$ cat src/rtl/part2_fsm.sv
// part2_fsm: Moore run detector on serial input w.
// z is set after four or more consecutive equal samples (0000 or 1111).
// The current state code is exported on state for display/debug.
module part2_fsm (
  input  logic       clock,
  input  logic       reset,
  input  logic       w,
  output logic [3:0] state,
  output logic       z
);

  localparam int unsigned STATE_W = 4;

  typedef enum logic [STATE_W-1:0] {
    ST_A = 4'b0000,  // idle / reset
    ST_B = 4'b0001,  // one 0 seen
    ST_C = 4'b0010,  // two 0s seen
    ST_D = 4'b0011,  // three 0s seen
    ST_E = 4'b0100,  // four or more 0s seen
    ST_F = 4'b0101,  // one 1 seen
    ST_G = 4'b0110,  // two 1s seen
    ST_H = 4'b0111,  // three 1s seen
    ST_I = 4'b1000   // four or more 1s seen
  } state_t;

  state_t cur;

  // Next-state value for the current sample; illegal codes fall back to A.
  function automatic state_t next_of(input state_t s, input logic din);
    state_t n;
    n = ST_A;
    case (s)
      ST_A, ST_B, ST_C, ST_D, ST_E, ST_F, ST_G, ST_H, ST_I: begin
        if (din) begin
          case (s)
            ST_F:    n = ST_G;
            ST_G:    n = ST_H;
            ST_H:    n = ST_I;
            ST_I:    n = ST_I;
            default: n = ST_F;
          endcase
        end else begin
          case (s)
            ST_B:    n = ST_C;
            ST_C:    n = ST_D;
            ST_D:    n = ST_E;
            ST_E:    n = ST_E;
            default: n = ST_B;
          endcase
        end
      end
      default: n = ST_A;
    endcase
    return n;
  endfunction

  // Moore output decode: flag only in the two saturated run states.
  function automatic logic run_flag(input state_t s);
    return (s == ST_E) || (s == ST_I);
  endfunction

  // State register with registered z decoded from the state being entered.
  always_ff @(posedge clock or posedge reset) begin
    if (reset) begin
      cur <= ST_A;
      z   <= 1'b0;
    end else begin
      cur <= next_of(cur, w);
      z   <= run_flag(next_of(cur, w));
    end
  end

  assign state = STATE_W'(cur);

endmodule

$ cat config.mk
export PLATFORM = sky130hd
export DESIGN_NAME = part2_fsm
export DESIGN_NICKNAME = d
export VERILOG_FILES = /design/src/rtl/part2_fsm.sv
export SDC_FILE = /design/constraint.sdc
export NUM_CORES = 1
export LEC_CHECK = 0
export ABC_AREA = 1
export CAP_MARGIN = 20
export CORE_AREA = 2 2 39 41
export DETAILED_ROUTE_END_ITERATION = 8
export DIE_AREA = 0 0 41 43
export SETUP_SLACK_MARGIN = 0.05
export SLEW_MARGIN = 20
export SYNTH_ARGS = -nofsm -noshare
export SYNTH_HDL_FRONTEND = slang
export SYNTH_SLANG_ARGS = --single-unit
$ cat constraint.sdc
create_clock -name clock -period 1.01 [get_ports clock]
set_input_delay 0.1515 -clock clock [delete_from_list [all_inputs] [get_ports clock]]
set_output_delay 0.1515 -clock clock [all_outputs]
set_load 0.03 [all_outputs]
==> results.json, run 1 <==
{
  "yosysUniqueCellTypes": 13,
  "startpoint": "state[3]",
  "timing.rr.end": "state[1]",
  "coreArea_sq_um": 1380,
  "yosysTopAreaCell": "dfrtp_1",
  "antenna_found_initial": 0,
  "crit_buf_inv": 2,
  "routabilityCongestion": 0.743,
  "place_area_sq_um": 412,
  "preCtsSetupSlack_ns": -0.138,
  "r2r_slack_ns": -0.08,
  "p_leak_nw": 0.272,
  "fin_area_sq_um": 505,
  "grt_pass1_vias": 335,
  "endpoint_kind": "output port",
  "synth_area_per_cell_sq_um": 6.98,
  "path_class": "reg -> out",
  "rsz0062_at_grt": "yes",
  "ant_nets": 0,
  "finClkSkew_ns": 0.00227,
  "synth_top_area_share_pct": 39.8,
  "max_freq_ghz": 0.903,
  "path_clk_slew_ns": 0.05,
  "cts_hold_buf": 0,
  "finalSetupViolations": 7,
  "dp_hpwl_um": 489,
  "slew_headroom_pct": 85.8,
  "cp_common_cell": "buf_6",
  "floorplan.rows": 14,
  "final_nets": 63,
  "fin_crit_ns": 1.11,
  "num_io_pins": 8,
  "min_period_over_period_pct": 110,
  "synth_area_sq_um": 314,
  "ys_top_cells_by_area": "dfrtp_1 (40%), nand2_1 (14%), inv_1 (7.2%), nor2_1 (7.2%), a21oi_4 (5.2%)",
  "clockRootBuffer": "clkbuf_4",
  "drt_first_iter_violations": 5,
  "syn2layout_area_growth_pct": 61.0,
  "critical_path.startpoint_type": "register",
  "synthArstFlopShare_pct": 100,
  "max_stage_delay_ns": 0.44,
  "initial_core_util_pct": 22.7,
  "vias_per_cell": 4.21,
  "worstPathArrival_ns": 0.96,
  "wl_per_cell_um": 10.6,
  "synth_flop_cell": "dfrtp_1",
  "n_antenna_cell": 0,
  "tightest_slew_ns": 0.212,
  "grt_pass1_wl_um": 1380,
  "synth_seq_cells": 5,
  "dieArea_sq_um": 1760,
  "grtUsageTotal_pct": 11.7,
  "r2r.worst_path.cells": 6,
  "maxCapViolations": 0,
  "chipWidth_um": 41,
  "clock_sinks": 5,
  "clk_path_buf_depth": 2,
  "yosys_warnings": 0,
  "synth_commonest_cells": "nand2_1 (12), inv_1 (6), nor2_1 (6)",
  "drv_slew": 0,
  "worstSkewPairLatency_ns": 0.25,
  "critPathSlowestCell": "dfrtp_2",
  "yosys.cell_count.top_type": "nand2_1",
  "synth_fp_nets": 48,
  "setup_slack_ns": -0.0969,
  "hold_path.class": "in -> async",
  "ctsHtreeMaxLevel": 1,
  "crit_path_cell_trace": "buf_6 > buf_6",
  "violations": "negative setup slack",
  "hold_violations": 0,
  "tritoncts": "done",
  "drt-pass1-iter-count": 2,
  "regArea_sq_um": 130,
  "crit_family": "flip-flops",
  "status": "complete, but fails checks",
  "p_per_area_nw_per_um2": 3410,
  "ys_seq_area_share_pct": 39.8,
  "grt-ovfl-total": 0,
  "wl_um": 795,
  "cp_max_fo": 4,
  "grt_max_degree": 7,
  "via_count": 316,
  "reg2reg_from": "state[3]",
  "required_ns": 0.86,
  "portBuffers": 7,
  "die-height_um": 43,
  "synth_edf_count": 0,
  "syn_inst": 45,
  "multi_input_area_sq_um": 196,
  "ir_drop_mv": 1.91,
  "drive_gt1_share_pct": 54.2,
  "fillCellCount": 155,
  "post-route-drc-count": 0,
  "cts-buffers-inserted": 3,
  "hold_ws_ns": 0.105
}
## worst max path at each step
| stage | endpoint | slack (ns) | cells past startpoint |
|---|---|---|---|
| 6_report | state[3] | -0.1 | 2 |
| 5_1_grt | state[0] | -0.13 | 6 |
| 2_1_floorplan | z | -0.06 | 5 |
| 3_3_place_gp | z | -0.11 | 4 |
| 4_1_cts | state[3] | -0.1 | 2 |
| 3_5_place_dp | z | -0.14 | 4 |
## cells in the final DEF, fill, tap and decap left out, types with 2 or more instances in the layout
master           n
nand2_4          2
nor2_1           4
clkbuf_4         3
inv_2            3
clkdlybuf4s50_1  2
inv_1            6
nand3_1          2
buf_4            3
nor2_2           2
buf_6            5
dfrtp_2          4
nand2_2          5
nand2_1          7
nor2_4           2
## per-stage QoR
stage,utilization (%),power (mW),TNS (ns),instances
after floorplan,-,0.988,-0.191,45
after global placement,29.7,1.24,-0.307,69
after detailed placement,29.7,1.23,-0.363,69
after CTS,35.0,1.66,-0.329,73
after global routing,36.5,1.85,-0.699,75
final,36.5,1.72,-0.373,75
## per-layer routing
metal | wire length [um] | global-route usage [%] | vias to the layer above
met5 | 0 | 0 | -
met4 | 18 | 6.00 | 0
met3 | 16 | 3.14 | 2
met2 | 456 | 18.8 | 4
met1 | 304 | 13.4 | 147
li1 | - | - | 163
## layout make-up
type | count | area share, %
multi-input combinational | 31 | 38.9
clock buffer | 4 | 5.20
timing repair buffer | 10 | 19.6
sequential | 5 | 25.7
tap | 16 | 3.96
inverter | 9 | 6.68
## sequential cells by signal, summed over array words and instances (netlist names)
signal  cells
state       4
z           1
## power breakdown
| part | internal, mW | switching, mW |
|---|---|---|
| clock | 0.150 | 0.0961 |
| sequential | 0.302 | 0.157 |
| combinational | 0.427 | 0.590 |
## kinds of logic (layout without fill, tap and decap cells)
kind of cell / after synthesis / count (layout) / share of synthesized area, %
buffers and inverters: 9 / 23 / 10.8
DFF: 5 / 5 / 39.8
AOI/OAI and AO/OA: 5 / 5 / 11.6
and+or+nand+nor: 26 / 26 / 37.8
## what timing repair did
action	4_1_cts	5_1_grt
setup buffers	0	2
endpoints found under the hold margin	0	0
resized for setup	13	2
setup endpoints to repair	9	9
pin swaps	8	7
Note: power is estimated with default switching activity, not from simulation.
==> run 2: changes to the inputs <==
--- a/config.mk
+++ b/config.mk
@@ -8,6 +8,7 @@
 export ABC_AREA = 1
 export CAP_MARGIN = 20
 export CORE_AREA = 2 2 39 41
+export CTS_CLUSTER_DIAMETER = 100
 export DETAILED_ROUTE_END_ITERATION = 8
 export DIE_AREA = 0 0 41 43
 export SETUP_SLACK_MARGIN = 0.05
==> constraint.sdc (replaced) <==
create_clock -name clock -period 1.1 [get_ports clock]
set_input_delay 0.165 -clock clock [delete_from_list [all_inputs] [get_ports clock]]
set_output_delay 0.165 -clock clock [all_outputs]
set_load 0.03 [all_outputs]
==> run 2 against run 1 <==
  * The run now ends clean
  * Combinational power fell by 22%
  * Count of clock-buffer cells in the layout did not move
  * Sequential share of layout area rose by 3.1 points
  * Power fell by 18%
  * Worst hold slack improved by 0.011 ns
  * Largest power group unchanged
  * Die area did not move
  * Via count fell by 3.5%
==> results.json, run 2 (same netlist as run 1, synthesis figures left out) <==
{
  "dp_hpwl_um": 489,
  "ctsHtreeMaxLevel": 1,
  "reg2reg_from": "state[3]",
  "vias_per_cell": 4.24,
  "max_freq_ghz": 0.926,
  "finalSetupViolations": 0,
  "post-route-drc-count": 0,
  "slew_headroom_pct": 87.8,
  "clock_sinks": 5,
  "via_count": 305,
  "switching_share_pct": 48.5,
  "maxCapViolations": 0,
  "p_per_area_nw_per_um2": 3130,
  "clk_path_buf_depth": 2,
  "cp_max_fo": 5,
  "cts-buffers-inserted": 3,
  "die-height_um": 43,
  "dieArea_sq_um": 1760,
  "path_clk_slew_ns": 0.04,
  "required_ns": 1.23,
  "portBuffers": 7,
  "grtUsageTotal_pct": 10.0,
  "rsz0062_at_grt": "yes",
  "grt_pass1_vias": 278,
  "wl_per_cell_um": 9.01,
  "setup_tns_ns": 0,
  "final_common_cell": "nand2_1",
  "tritoncts": "done",
  "grt_pass1_wl_um": 1160,
  "p_leak_nw": 0.234,
  "final_cell_mix": "nand2_1 (10), inv_1 (6), nand2_2 (4), nor2_1 (4), dfrtp_2 (4)",
  "p_total_mw": 1.41,
  "drv_slew": 0,
  "worstSkewPairLatency_ns": 0.24,
  "multi_input_area_sq_um": 175,
  "fin_crit_ns": 1.08,
  "worstPathArrival_ns": 1.21,
  "critical_path.startpoint_type": "register",
  "cts_hold_buf": 0,
  "grt_max_degree": 7,
  "hold_path.class": "in -> async",
  "drt_first_iter_violations": 9,
  "antenna_found_initial": 0,
  "drive_gt1_share_pct": 44.6,
  "hold_violations": 0,
  "startpoint": "state[3]",
  "fillCellCount": 148,
  "p_int_uw": 726,
  "status": "finished, final reports clean",
  "initial_core_util_pct": 22.7,
  "ant_nets": 0,
  "grt-ovfl-total": 0,
  "regArea_sq_um": 130,
  "wl_um": 649,
  "p_clk_share_pct": 14.7,
  "place_area_sq_um": 404,
  "floorplan.rows": 14,
  "p_comb_share_pct": 56.1,
  "drt-pass1-iter-count": 4,
  "min_period_over_period_pct": 98.2,
  "power_frac_seq_pct": 29.1,
  "fin_area_sq_um": 450,
  "coreArea_sq_um": 1380,
  "endpoint_kind": "register",
  "clockRootBuffer": "clkbuf_4",
  "finClkSkew_ns": 0.00504,
  "switchingPower_uw": 684,
  "num_io_pins": 8,
  "largest_register_ffs": 4,
  "cts_setup_buffers": 0,
  "syn2layout_area_growth_pct": 43.4,
  "r2r_slack_ns": 0.02,
  "tightest_slew_ns": 0.182,
  "chipWidth_um": 41,
  "n_antenna_cell": 0,
  "final_nets": 60,
  "ir_drop_mv": 1.92,
  "routabilityCongestion": 0.732,
  "path_class": "reg -> reg"
}
[run 2: layer usage]
layer  wire length (um)  vias to the layer above  global-route usage (%)
li1                   -                      157                       -
met1                286                      140                    12.5
met2                323                        6                    13.4
met3                 25                        2                    3.14
met4                 13                        0                    8.00
met5                  0                        -                       0
[run 2: power groups by stage]
stage / Combinational (mW) / Clock [mW] / Sequential, mW
after floorplan: 0.371 / 0 / 0.536
after global placement: 0.735 / 0 / 0.395
after detailed placement: 0.731 / 0 / 0.394
after CTS: 0.734 / 0.222 / 0.393
after global routing: 0.866 / 0.237 / 0.429
final: 0.792 / 0.208 / 0.411
[run 2: through the flow]
| stage | utilization [%] | hold slack (ns) | instances | worst slack, ns |
|---|---|---|---|---|
| 2_1_floorplan | - | -0.0568 | 45 | 0.0255 |
| 3_5_place_dp | 29.2 | 0.376 | 68 | -0.0535 |
| 4_1_cts | 31.1 | 0.110 | 72 | 0.0403 |
| 3_3_place_gp | 29.2 | 0.374 | 68 | -0.0384 |
| 5_1_grt | 32.5 | 0.139 | 72 | -0.0329 |
| 6_report | 32.5 | 0.117 | 72 | 0.0198 |
[run 2: area by class of cell]
cell class | instances | share of cell area [%]
timing repair buffer | 7 | 14.4
multi-input combinational | 31 | 38.9
inverter | 9 | 7.50
clock buffer | 4 | 5.83
sequential | 5 | 28.9
tap | 16 | 4.44
[run 2: worst paths after layout]
path	to	cells past startpoint
worst max-delay path	state[0]	6
worst min-delay path	state[3]	2
worst max register to register	state[0]	6
worst min register to register	state[2]	3
max in group asynchronous	state[0]	2
min in group clock	state[3]	3
[run 2: what timing repair did]
item / CTS / global route
resized for setup: 0 / 7
pin swaps: 0 / 0
setup endpoints to repair: 5 / 8
[run 2: critical path, cell delays in order, from the launching register on]
cell     delay [ns]
dfrtp_2        0.46
nor2_4         0.18
nand2_2        0.10
nand3_2        0.09
nand2_1        0.05
inv_1          0.05
nor2_1         0.03
